### config.mk
export PLATFORM = sky130hd
export DESIGN_NAME = mem_port_arbiter
export DESIGN_NICKNAME = d
export VERILOG_FILES = /design/src/rtl/cpu_pkg.sv /design/src/rtl/mem_port_arbiter_lat_counter.sv /design/src/rtl/mem_port_arbiter.sv
export SDC_FILE = /design/constraint.sdc
export NUM_CORES = 1
export LEC_CHECK = 0
export BUFFER_PORTS_ARGS = -buffer_cell sky130_fd_sc_hd__buf_2
export CORE_ASPECT_RATIO = 1.4
export CORE_MARGIN = 4
export CORE_UTILIZATION = 30
export DETAILED_ROUTE_END_ITERATION = 12
export HOLD_SLACK_MARGIN = 0.02
export PLACE_DENSITY_LB_ADDON = 0.08
export SLEW_MARGIN = 20
export SYNTH_ARGS = -nofsm -noshare
export SYNTH_HDL_FRONTEND = slang
export SYNTH_SLANG_ARGS = --single-unit
### constraint.sdc
create_clock -name clk -period 3.9 [get_ports clk]
set_clock_uncertainty 0.15 [all_clocks]
set_input_delay 0.585 -clock clk [delete_from_list [all_inputs] [get_ports clk]]
set_output_delay 0.585 -clock clk [all_outputs]
set_load 0.01 [all_outputs]
### src/rtl/cpu_pkg.sv
// Shared CPU definitions: memory-port arbiter state encoding, owner codes,
// default bus widths and a counter-width helper.
package cpu_pkg;

  localparam int unsigned DEF_AW = 8;
  localparam int unsigned DEF_DW = 32;

  typedef enum logic [1:0] {
    ST_IDLE  = 2'd0,
    ST_ISSUE = 2'd1,
    ST_WAIT  = 2'd2,
    ST_RESP  = 2'd3
  } arb_state_e;

  localparam logic OWNER_IF = 1'b0;
  localparam logic OWNER_D  = 1'b1;

  // Bits needed to hold values 0..max_val (at least one bit).
  function automatic int unsigned cnt_width(input int unsigned max_val);
    return (max_val > 0) ? $clog2(max_val + 1) : 1;
  endfunction

endpackage

### src/rtl/mem_port_arbiter_lat_counter.sv
// Loadable down-counter with a zero flag; times the memory read latency.
module lat_counter #(
  parameter int unsigned W = 1
) (
  input  logic         clk,
  input  logic         rst_n,
  input  logic         load,
  input  logic [W-1:0] load_val,
  input  logic         dec,
  output logic         zero_c
);

  logic [W-1:0] cnt;

  always_ff @(posedge clk or negedge rst_n) begin
    if (!rst_n) begin
      cnt <= '0;
    end else if (load) begin
      cnt <= load_val;
    end else if (dec && (cnt != '0)) begin
      cnt <= cnt - W'(1);
    end
  end

  assign zero_c = (cnt == '0);

endmodule

### src/rtl/mem_port_arbiter.sv
// Memory port arbiter: shares one fixed-latency memory port between instruction
// fetch and the data stage. Data has priority; a run-length guard protects fetch.
module mem_port_arbiter
  import cpu_pkg::*;
#(
  parameter int unsigned AW        = DEF_AW,
  parameter int unsigned DW        = DEF_DW,
  parameter int unsigned MEM_LAT   = 2,
  parameter int unsigned MAX_D_RUN = 4
) (
  input  logic          clk,
  input  logic          rst_n,
  input  logic          if_req,
  input  logic [AW-1:0] if_addr,
  output logic          if_done,
  output logic [DW-1:0] if_rdata,
  output logic          if_stall,
  input  logic          d_req,
  input  logic          d_we,
  input  logic [AW-1:0] d_addr,
  input  logic [DW-1:0] d_wdata,
  output logic          d_done,
  output logic [DW-1:0] d_rdata,
  output logic          d_stall,
  output logic          mem_en,
  output logic          mem_we,
  output logic [AW-1:0] mem_addr,
  output logic [DW-1:0] mem_wdata,
  input  logic [DW-1:0] mem_rdata,
  output logic          owner
);

  localparam int unsigned   LW       = cnt_width(MEM_LAT - 1);
  localparam int unsigned   RW       = cnt_width(MAX_D_RUN);
  localparam logic [LW-1:0] LAT_LOAD = LW'(MEM_LAT - 1);
  localparam logic [RW-1:0] RUN_MAX  = RW'(MAX_D_RUN);

  arb_state_e    state;
  logic [RW-1:0] run_cnt;
  logic          d_grant_c;
  logic          lat_load_c;
  logic          lat_dec_c;
  logic          lat_zero_c;

  // Data wins unless fetch has been waiting through a full run of data grants.
  assign d_grant_c  = d_req && !(if_req && (run_cnt == RUN_MAX));
  assign lat_load_c = (state == ST_ISSUE) && mem_en && !mem_we;
  assign lat_dec_c  = (state == ST_WAIT);

  assign if_stall = if_req & ~if_done;
  assign d_stall  = d_req & ~d_done;

  lat_counter #(
    .W(LW)
  ) u_lat (
    .clk      (clk),
    .rst_n    (rst_n),
    .load     (lat_load_c),
    .load_val (LAT_LOAD),
    .dec      (lat_dec_c),
    .zero_c   (lat_zero_c)
  );

  always_ff @(posedge clk or negedge rst_n) begin
    if (!rst_n) begin
      state     <= ST_IDLE;
      mem_en    <= 1'b0;
      mem_we    <= 1'b0;
      mem_addr  <= '0;
      mem_wdata <= '0;
      owner     <= OWNER_IF;
      if_done   <= 1'b0;
      d_done    <= 1'b0;
      if_rdata  <= '0;
      d_rdata   <= '0;
      run_cnt   <= '0;
    end else begin
      if_done <= 1'b0;
      d_done  <= 1'b0;
      case (state)
        ST_IDLE: begin
          if (!if_req) run_cnt <= '0;
          if (d_grant_c) begin
            if (if_req && (run_cnt != RUN_MAX)) run_cnt <= run_cnt + RW'(1);
            owner     <= OWNER_D;
            mem_en    <= 1'b1;
            mem_we    <= d_we;
            mem_addr  <= d_addr;
            mem_wdata <= d_wdata;
            state     <= ST_ISSUE;
          end else if (if_req) begin
            run_cnt  <= '0;
            owner    <= OWNER_IF;
            mem_en   <= 1'b1;
            mem_we   <= 1'b0;
            mem_addr <= if_addr;
            state    <= ST_ISSUE;
          end
        end
        ST_ISSUE: begin
          mem_en <= 1'b0;
          mem_we <= 1'b0;
          if (mem_we) begin
            state <= ST_RESP;
            if (owner == OWNER_D) d_done <= 1'b1;
            else                  if_done <= 1'b1;
          end else if (MEM_LAT > 1) begin
            state <= ST_WAIT;
          end else if (!mem_en) begin
            // Single-cycle latency: second ISSUE cycle is when read data is valid.
            state <= ST_RESP;
            if (owner == OWNER_D) begin
              d_rdata <= mem_rdata;
              d_done  <= 1'b1;
            end else begin
              if_rdata <= mem_rdata;
              if_done  <= 1'b1;
            end
          end
        end
        ST_WAIT: begin
          if (lat_zero_c) begin
            state <= ST_RESP;
            if (owner == OWNER_D) begin
              d_rdata <= mem_rdata;
              d_done  <= 1'b1;
            end else begin
              if_rdata <= mem_rdata;
              if_done  <= 1'b1;
            end
          end
        end
        ST_RESP: state <= ST_IDLE;
        default: state <= ST_IDLE;
      endcase
    end
  end

endmodule

# Word-level counts from Yosys, hierarchy flattened
# Cells that the tools add are included.
[totals]
register_bits = 115
latch_bits = 0
ram_bits = 0
mem_bits_ro = 0
input_bits = 85
output_inout_bits = 111
word_cells = 73
memories = 0
[classes]
n_addsub = 2
mul = 0
div_mod_pow = 0
magnitude_cmp = 0
eq_ne = 7
n_shift = 0
muxes = 28
bitwise_logic = 6
reduce_logical = 18
[op_table]
columns = ["cell", "n"]
rows = [
  ["8-bit 2-to-1 mux", 2],
  ["1-bit 2-to-1 mux", 14],
  ["3-bit 2-to-1 mux", 4],
  ["1-bit case mux with 2 select lines", 4],
  ["2-bit case mux with 4 select lines", 1],
  ["2-bit AND reduction", 4],
  ["1-bit logical AND", 6],
  ["2-bit 2-to-1 mux", 3],
  ["3-bit != test (second input constant)", 2],
  ["3-bit AND reduction", 2],
  ["2-bit nonzero test", 3],
  ["2-bit == test (second input constant)", 2],
  ["1-bit inverter", 4],
  ["3-bit by 1-bit adder with 3-bit output (second input constant)", 1],
  ["3-bit == test (second input constant)", 1],
  ["1-bit AND", 2],
  ["2-bit by 1-bit == test with 1-bit output (second input constant)", 1],
  ["1-bit logical NOT", 2],
  ["2-bit logical NOT", 1],
  ["2-bit != test (second input constant)", 1],
  ["1-bit subtractor (second input constant)", 1],
]

# Longest topological paths before layout
# Gate-level depths: netlist of run 1.
[depth]
depth_word = 6
ltp_mapped = 7
depth_no_buf = 5

# Modules after synthesis
# Synthesis of run 1 repeated with hierarchy kept, for this count alone.
[hier_totals]
cells_unflattened = 314
hier_area_um2 = 4642.0
[by_module_without_submodules]
columns = ["module", "instances", "cells_each", "area_per_inst_um2", "seq_area_each_um2"]
rows = [
  ["mem_port_arbiter", 1, 310, 4596.9, 2852.7],
  ["lat_counter", 1, 4, 45.0, 25.0],
]

# Least setup slack after synthesis of run 1
# OpenSTA, ideal clock, no wires.
[synth_path]
path_kind = "input port to output port"
from = "input port d_req"
to = "output port d_stall"
arrival_time_ns = 1.255
required_time_ns = 3.165
path_slack_ns = 1.910
cell_stages = 3
n_path_buf = 2
cell_sequence = "buf_2 -> clkbuf_1 -> nor2b_1"
[synth_via]
elab_chain_cells = 1
[synth_lines]
columns = ["item", "line", "text"]
rows = [
  ["start: declaration", "mem_port_arbiter.sv:18", "input logic d_req,"],
  ["1-bit AND", "mem_port_arbiter.sv:51", "assign d_stall = d_req & ~d_done;"],
  ["end: declaration", "mem_port_arbiter.sv:24", "output logic d_stall,"],
]
# No other way between the ends.

# Worst setup path in the final report of run 1
[layout_path]
from = "register state[0]"
to = "register mem_wdata[27]"
[layout_via]
elab_chain_cells = 2
[layout_lines]
columns = ["item", "line", "text"]
rows = [
  ["start: declaration", "mem_port_arbiter.sv:38", "arb_state_e state;"],
  ["start signal: assignment", "mem_port_arbiter.sv:66", "state <= ST_IDLE;"],
  ["start signal: assignment", "mem_port_arbiter.sv:90", "state <= ST_ISSUE;"],
  ["start signal: assignment", "mem_port_arbiter.sv:97", "state <= ST_ISSUE;"],
  ["2-bit logical NOT", "mem_port_arbiter.sv:80", "case (state)"],
  ["2-bit AND reduction (no source line)", "n/a", ""],
  ["end signal: assignment", "mem_port_arbiter.sv:89", "mem_wdata <= d_wdata;"],
  ["end: declaration", "mem_port_arbiter.sv:28", "output logic [DW-1:0] mem_wdata,"],
]
# No other way between the ends.
# A chain may end at the register's enable or synchronous reset.

==> results of run 1 <==
[cell families after synthesis]
family | Yosys count
DFF | 115
adders and majority gates | 5
muxes | 97
and+or+nand+nor | 49
buffers and inverters | 23
AOI/OAI and AO/OA | 23
[critical path: cells and delay by family, from the launching register on]
family	cells	cell delay, ns
adders and majority gates	1	0.65
muxes	1	0.36
DFF	1	0.38
and+or+nand+nor	1	0.12
buffers and inverters	2	0.43
[layer usage]
layer / wire length (um) / track usage
met4: 109 / 0.0492
met5: 13 / 0
met3: 884 / 0.0476
met2: 6020 / 0.226
met1: 4470 / 0.149
[through the flow]
| stage | std cells | hold slack, ns | power (mW) | setup WS [ns] | cell area [um2] |
|---|---|---|---|---|---|
| 6_report | 721 | 0.160 | 5.85 | 1.68 | 6480 |
| 3_5_place_dp | 689 | 0.318 | 4.40 | 1.41 | 5880 |
| 5_1_grt | 721 | 0.223 | 6.26 | 1.52 | 6480 |
| 3_3_place_gp | 689 | 0.316 | 4.35 | 1.49 | 5880 |
| 4_1_cts | 721 | 0.212 | 5.98 | 1.40 | 6470 |
| 2_1_floorplan | 312 | 0.139 | 3.50 | 1.91 | 4740 |
[flip-flops by register name, indices dropped and copies added, names as in the netlist]
| register | cells |
|---|---|
| d_rdata | 32 |
| if_rdata | 32 |
| mem_wdata | 32 |
| mem_addr | 8 |
| run_cnt | 3 |
| state | 2 |
| d_done | 1 |
| if_done | 1 |
| mem_en | 1 |
| mem_we | 1 |
| owner | 1 |
| u_lat.cnt | 1 |
[final timing paths]
path,from,to,slack [ns],depth (start not counted)
max,state[0],mem_wdata[27],1.68,5
min,rst_n,mem_wdata[21],0.16,1
max reg2reg,state[0],mem_wdata[27],1.68,5
min reg2reg,mem_addr[3],mem_addr[3],0.33,2
max in group asynchronous,rst_n,d_rdata[25],2.66,2
min in group clk,d_wdata[15],mem_wdata[15],0.24,2
[power groups by stage]
stage / clock (mW) / combinational [mW] / sequential (mW)
after CTS: 1.59 / 2.28 / 2.12
final: 1.53 / 2.21 / 2.11
after detailed placement: 0 / 2.28 / 2.12
after global routing: 1.64 / 2.43 / 2.19
after floorplan: 0 / 1.12 / 2.39
after global placement: 0 / 2.23 / 2.12
[area by class of cell]
cell class | count | share of cell area
Sequential cell | 115 | 0.444
Clock inverter | 14 | 0.0238
Clock buffer | 18 | 0.0678
Tap cell | 196 | 0.0379
Multi-Input combinational cell | 174 | 0.266
Inverter | 6 | 0.00348
Timing Repair Buffer | 198 | 0.156
[layout by cell type, fill, tap and decap left out, drive strengths merged, types with 2 or more instances in the layout]
cell      Yosys  final
buf          16    198
dfrtp       115    115
mux2         97     97
nand2        22     22
clkbuf        1     18
inv           6      9
nand4         8      8
o211ai        8      8
o21ai         6      6
clkinv        0      6
ha            5      5
nor2          4      4
nor2b         4      4
nand3         4      4
clkinvlp      0      3
and2          3      3
o22ai         2      2
bufinv        0      2
nor3b         2      2
==> results.tsv, run 1 <==
stage	metric	value	unit
run_status	status	finished, final reports clean	
sta	drv_slew	0	
floorplan	coreArea	0.0155	mm2
layout	syn_to_final_growth	36.5	%
power_and_ir_drop	p_sw	1.93	mW
power_and_ir_drop	clkPwrFrac	0.262	
clocking	cts_resized	0	
floorplan	io_pins	196	
floorplan	dieHeight	157	um
sta	finalSetupViolations	0	
placement	io_buffers	195	
synthesis	synthFlopType	dfrtp_1	
power_and_ir_drop	max-vdd-ir-drop	0.317	mV
grt	antenna_found_initial	1	
synthesis	ys_seq_elements	115	
floorplan	die_w	114	um
layout	drive_gt1_frac	0.590	
synthesis	synth.avg_cell_area	15.2	um2
power_and_ir_drop	internal_power	3.92	mW
routing	postRouteWirelength	11.5	mm
layout	multi_input_area	0.00172	mm2
sta	slew_headroom	0.354	
setup_path	crit_fanout	33	
clocking	root_buffer	clkbuf_16	
clocking	htreeDepth	4	
synthesis	synth_common_cells	dfrtp_1 (115), mux2_2 (36), mux2_1 (31)	
clocking	hold_buffers	0	
routing	remaining_drc_errors	0	
clocking	cts_buffers	17	
floorplan	dieArea	0.0179	mm2
synthesis	synth.most_common_cell	dfrtp_1	
setup_path	critical_path_class	register to register	
sta	fmax	0.451	GHz
setup_path	cp_cell_sequence	inv_1 -> ha_1 -> nand3_2 -> buf_4 -> mux2_1	
layout	fillers	1524	
floorplan	start_util	0.305	
clocking	path_clk_slew	0.06	ns
min_path	hold_class	input port to asynchronous set/reset pin	
power_and_ir_drop	power_frac_comb	0.378	
setup_path	start_kind	register	
synthesis	synth_fa_ha_area_frac	0.0132	
clocking	cts_tree	built	
synthesis	synthMuxAreaShare	0.254	
synthesis	synth_top_family_by_area	multiplexers	
job	cap_violations	0	
grt	grt_pass1_wl	18.2	mm
synthesis	synth_cell_types	35	
synthesis	synth-edff-count	0	
layout	final_core_util	0.417	
sta	worst_pin_slew	0.969	ns
synthesis	ys_seq_area_frac	0.607	
setup_path	max_stage_delay	0.65	ns
clocking	clock_path_buffers	2	
routing	viasPerCell	4.44	
layout	nets	602	
floorplan	rows	54	
grt	grt_usage	0.131	
routing	drtIter0Drc	145	
sta	fin_crit	2.22	ns
sta	fin_crit_sh	0.569	
synthesis	synthSimpleGateAreaFrac	0.0546	
setup_path	required	4.03	ns
layout	n_antenna_cell	0	
power_and_ir_drop	p_leak	3.19	nW
setup_path	slowest_stage	ha_1	
grt	grt_pass1_vias	3462	
synthesis	synth.area.top_cells	dfrtp_1 (61%), mux2_4 (9.5%), mux2_2 (8.5%)	
synthesis	yosysTopAreaCellShare	0.607	
synthesis	synth_area	0.00474	mm2
placement	gp_congestion	0.719	
sta	rsz0062_at_grt	false	
grt	grt_max_degree	74	
power_and_ir_drop	seqPwrFrac	0.360	
setup_path	cp.arrival	2.35	ns
routing	wl_per_cell	16.0	um
routing	num_vias	3201	
synthesis	yosys_warnings	0	
setup_path	critPathCaptureType	register	
synthesis	yosys.area.top_type	dfrtp_1	
clocking	postCtsSetupBuffers	0	
layout	register_area	0.00288	mm2
routing	first_pass_iters	4	
power_and_ir_drop	power_density	903	mW/mm2
power_and_ir_drop	switching_share	0.330	
sta	hold_viol	0	
synthesis	synth_xor_xnor_area_share	0	
sta	fin_setup_tns	0	ns
clocking	cts.sinks	115	
synthesis	synthCells	312	
synthesis	synth_nets	402	
placement	hpwl	8.28	mm
routing	ant_nets	0	
grt	grt_overflow	0	
synthesis	async_reset_ff_frac	1.00	
synthesis	synth_compound_area_frac	0.0412	
clocking	clk_latency	0.40	ns
Note: power is estimated with default switching activity, not from simulation.
==> run 2, diff against run 1 <==
==> constraint.sdc (replaced) <==
create_clock -name clk -period 2.05 [get_ports clk]
set_clock_uncertainty 0.15 [all_clocks]
set_input_delay 0.3075 -clock clk [delete_from_list [all_inputs] [get_ports clk]]
set_output_delay 0.3075 -clock clk [all_outputs]
set_load 0.01 [all_outputs]
==> results.tsv, run 2 (synthesis gave the netlist of run 1 again) <==
stage	metric	value	unit	change
clocking	clock_path_buffers	2		unchanged
setup_path	reg2reg_depth	6		was 5
power_and_ir_drop	max-vdd-ir-drop	0.771	mV	was 0.317 mV
placement	dpl-instance-area	0.00601	mm2	was 0.00588 mm2
sta	hold_viol	0		unchanged
setup_path	r2r-start	state[0]		unchanged
clocking	htreeDepth	4		unchanged
routing	drtIter0Drc	103		was 145
sta	holdWs	0.0372	ns	was 0.160 ns
layout	top_regs	d_rdata (32), if_rdata (32), mem_wdata (32)		unchanged
sta	slew_headroom	0.622		was 0.354
routing	remaining_drc_errors	0		unchanged
floorplan	coreArea	0.0155	mm2	unchanged
clocking	path_clk_slew	0.05	ns	was 0.06 ns
setup_path	critical_path_class	register to register		unchanged
placement	gp_congestion	0.737		was 0.719
clocking	clk_latency	0.40	ns	about the same
clocking	root_buffer	clkbuf_16		unchanged
floorplan	io_pins	196		unchanged
grt	grt_usage	0.136		was 0.131
placement	place_ws	0.119	ns	was 1.41 ns
placement	io_buffers	195		unchanged
sta	worst_pin_slew	0.564	ns	was 0.969 ns
grt	grt_overflow	0		unchanged
sta	drv_slew	0		unchanged
power_and_ir_drop	finalPower	11.6	mW	was 5.85 mW
sta	setup_ws	0.119	ns	was 1.68 ns
setup_path	regToRegSetupSlack	0.12	ns	was 1.68 ns
clocking	cts.sinks	115		unchanged
routing	postRouteWirelength	12.2	mm	was 11.5 mm
job	cap_violations	0		unchanged
grt	grt_max_degree	41		was 74
routing	ant_nets	0		unchanged
placement	hpwl	8.68	mm	was 8.28 mm
sta	rsz0062_at_grt	false		unchanged
min_path	hold-path-endpoint	mem_addr[0]		
floorplan	rows	54		unchanged
power_and_ir_drop	power_density	1580	mW/mm2	was 903 mW/mm2
sta	fin_setup_tns	0	ns	unchanged
layout	final_common_cell	buf_2		unchanged
routing	wl_per_cell	15.2	um	was 16.0 um
routing	viasPerCell	4.40		was 4.44
layout	final_area	0.00736	mm2	was 0.00648 mm2
clocking	cts_tree	built		unchanged
floorplan	die_w	114	um	unchanged
floorplan	start_util	0.305		unchanged
routing	first_pass_iters	4		unchanged
setup_path	start_kind	register		unchanged
setup_path	required	2.17	ns	was 4.03 ns
floorplan	dieHeight	157	um	unchanged
layout	final_cell_mix	buf_2 (194), dfrtp_1 (115), dlygate4sd3_1 (71), mux2_2 (36), mux2_1 (31)		was buf_2 (194), dfrtp_1 (115), mux2_2 (36), mux2_1 (31), mux2_4 (30)
setup_path	crit_fanout	24		was 33
sta	fin_crit	1.93	ns	was 2.22 ns
sta	fin_crit_sh	0.942		was 0.569
clocking	cts_buffers	17		unchanged
layout	nets	683		was 602
setup_path	worst_r2r_endpoint	if_rdata[26]		was mem_wdata[27]
grt	grt_pass1_wl	19.2	mm	was 18.2 mm
grt	antenna_found_initial	0		was 1
setup_path	critPathCaptureType	register		unchanged
min_path	min_from	if_addr[0]		
clocking	postCtsSetupBuffers	0		unchanged
sta	fmax	0.518	GHz	was 0.451 GHz
layout	n_antenna_cell	0		unchanged
min_path	hold_class	input port to register		was input port to asynchronous set/reset pin
layout	syn_to_final_growth	55.2	%	was 36.5%
min_path	hold_depth	3		
floorplan	dieArea	0.0179	mm2	unchanged
grt	grt_pass1_vias	3872		was 3462
layout	drive_gt1_frac	0.528		was 0.590
setup_path	cp.arrival	2.05	ns	was 2.35 ns
routing	num_vias	3526		was 3201
sta	finalSetupViolations	0		unchanged
power_and_ir_drop	p_leak	3.57	nW	was 3.19 nW
run_status	status	finished, final reports clean		unchanged
layout	fillers	1403		was 1524
-- run 2: final cells by class --
class,instances,area (um2),area share
flip-flops and latches,115,2880,0.391
repair buffers,279,1850,0.251
multi-input cells,174,1720,0.234
clock buffers,20,467,0.0634
well taps,196,245,0.0333
clock inverters,12,179,0.0243
inverters,6,22.5,0.00306
-- run 2: timing repair --
action,CTS,global route
gates resized for setup,0,0
hold buffers,70,1
hold endpoints to repair,131,1
-- run 2: per-layer routing --
layer / GRT usage / share of wire
met5: 0 / 0
met4: 0.0543 / 0.016
met3: 0.0364 / 0.063
met2: 0.251 / 0.54
met1: 0.147 / 0.38
-- run 2: stage by stage --
step                      cells   util
after floorplan             312      -
after global placement      699  0.387
after detailed placement    699  0.387
after CTS                   801  0.473
after global routing        802  0.474
final                       802  0.474
-- run 2: how the worst max path moves through the flow --
| stage | from | endpoint | slack, ns | depth (start not counted) |
|---|---|---|---|---|
| after detailed placement | state[0] | if_rdata[26] | 0.12 | 6 |
| after CTS | state[0] | if_rdata[26] | 0.11 | 6 |
| final | state[0] | if_rdata[26] | 0.12 | 6 |
| after floorplan | state[0] | if_rdata[0] | 0.26 | 7 |
| after global placement | state[0] | if_rdata[26] | 0.16 | 6 |
| after global routing | state[0] | if_rdata[26] | 0.04 | 6 |
-- run 2: power by group --
| group | leakage, nW | total, mW | internal, mW | switching [mW] |
|---|---|---|---|---|
| sequential | 1.37 | 4.02 | 3.43 | 0.592 |
| combinational | 1.89 | 4.45 | 2.38 | 2.07 |
| clock | 0.308 | 3.18 | 2.13 | 1.04 |
-- run 2: worst max-delay path, stage by stage, from the launching register on --
cell,delay [ns]
dfrtp_1,0.37
inv_1,0.12
ha_1,0.22
nor2b_2,0.18
and2_2,0.19
buf_12,0.22
mux2_1,0.35
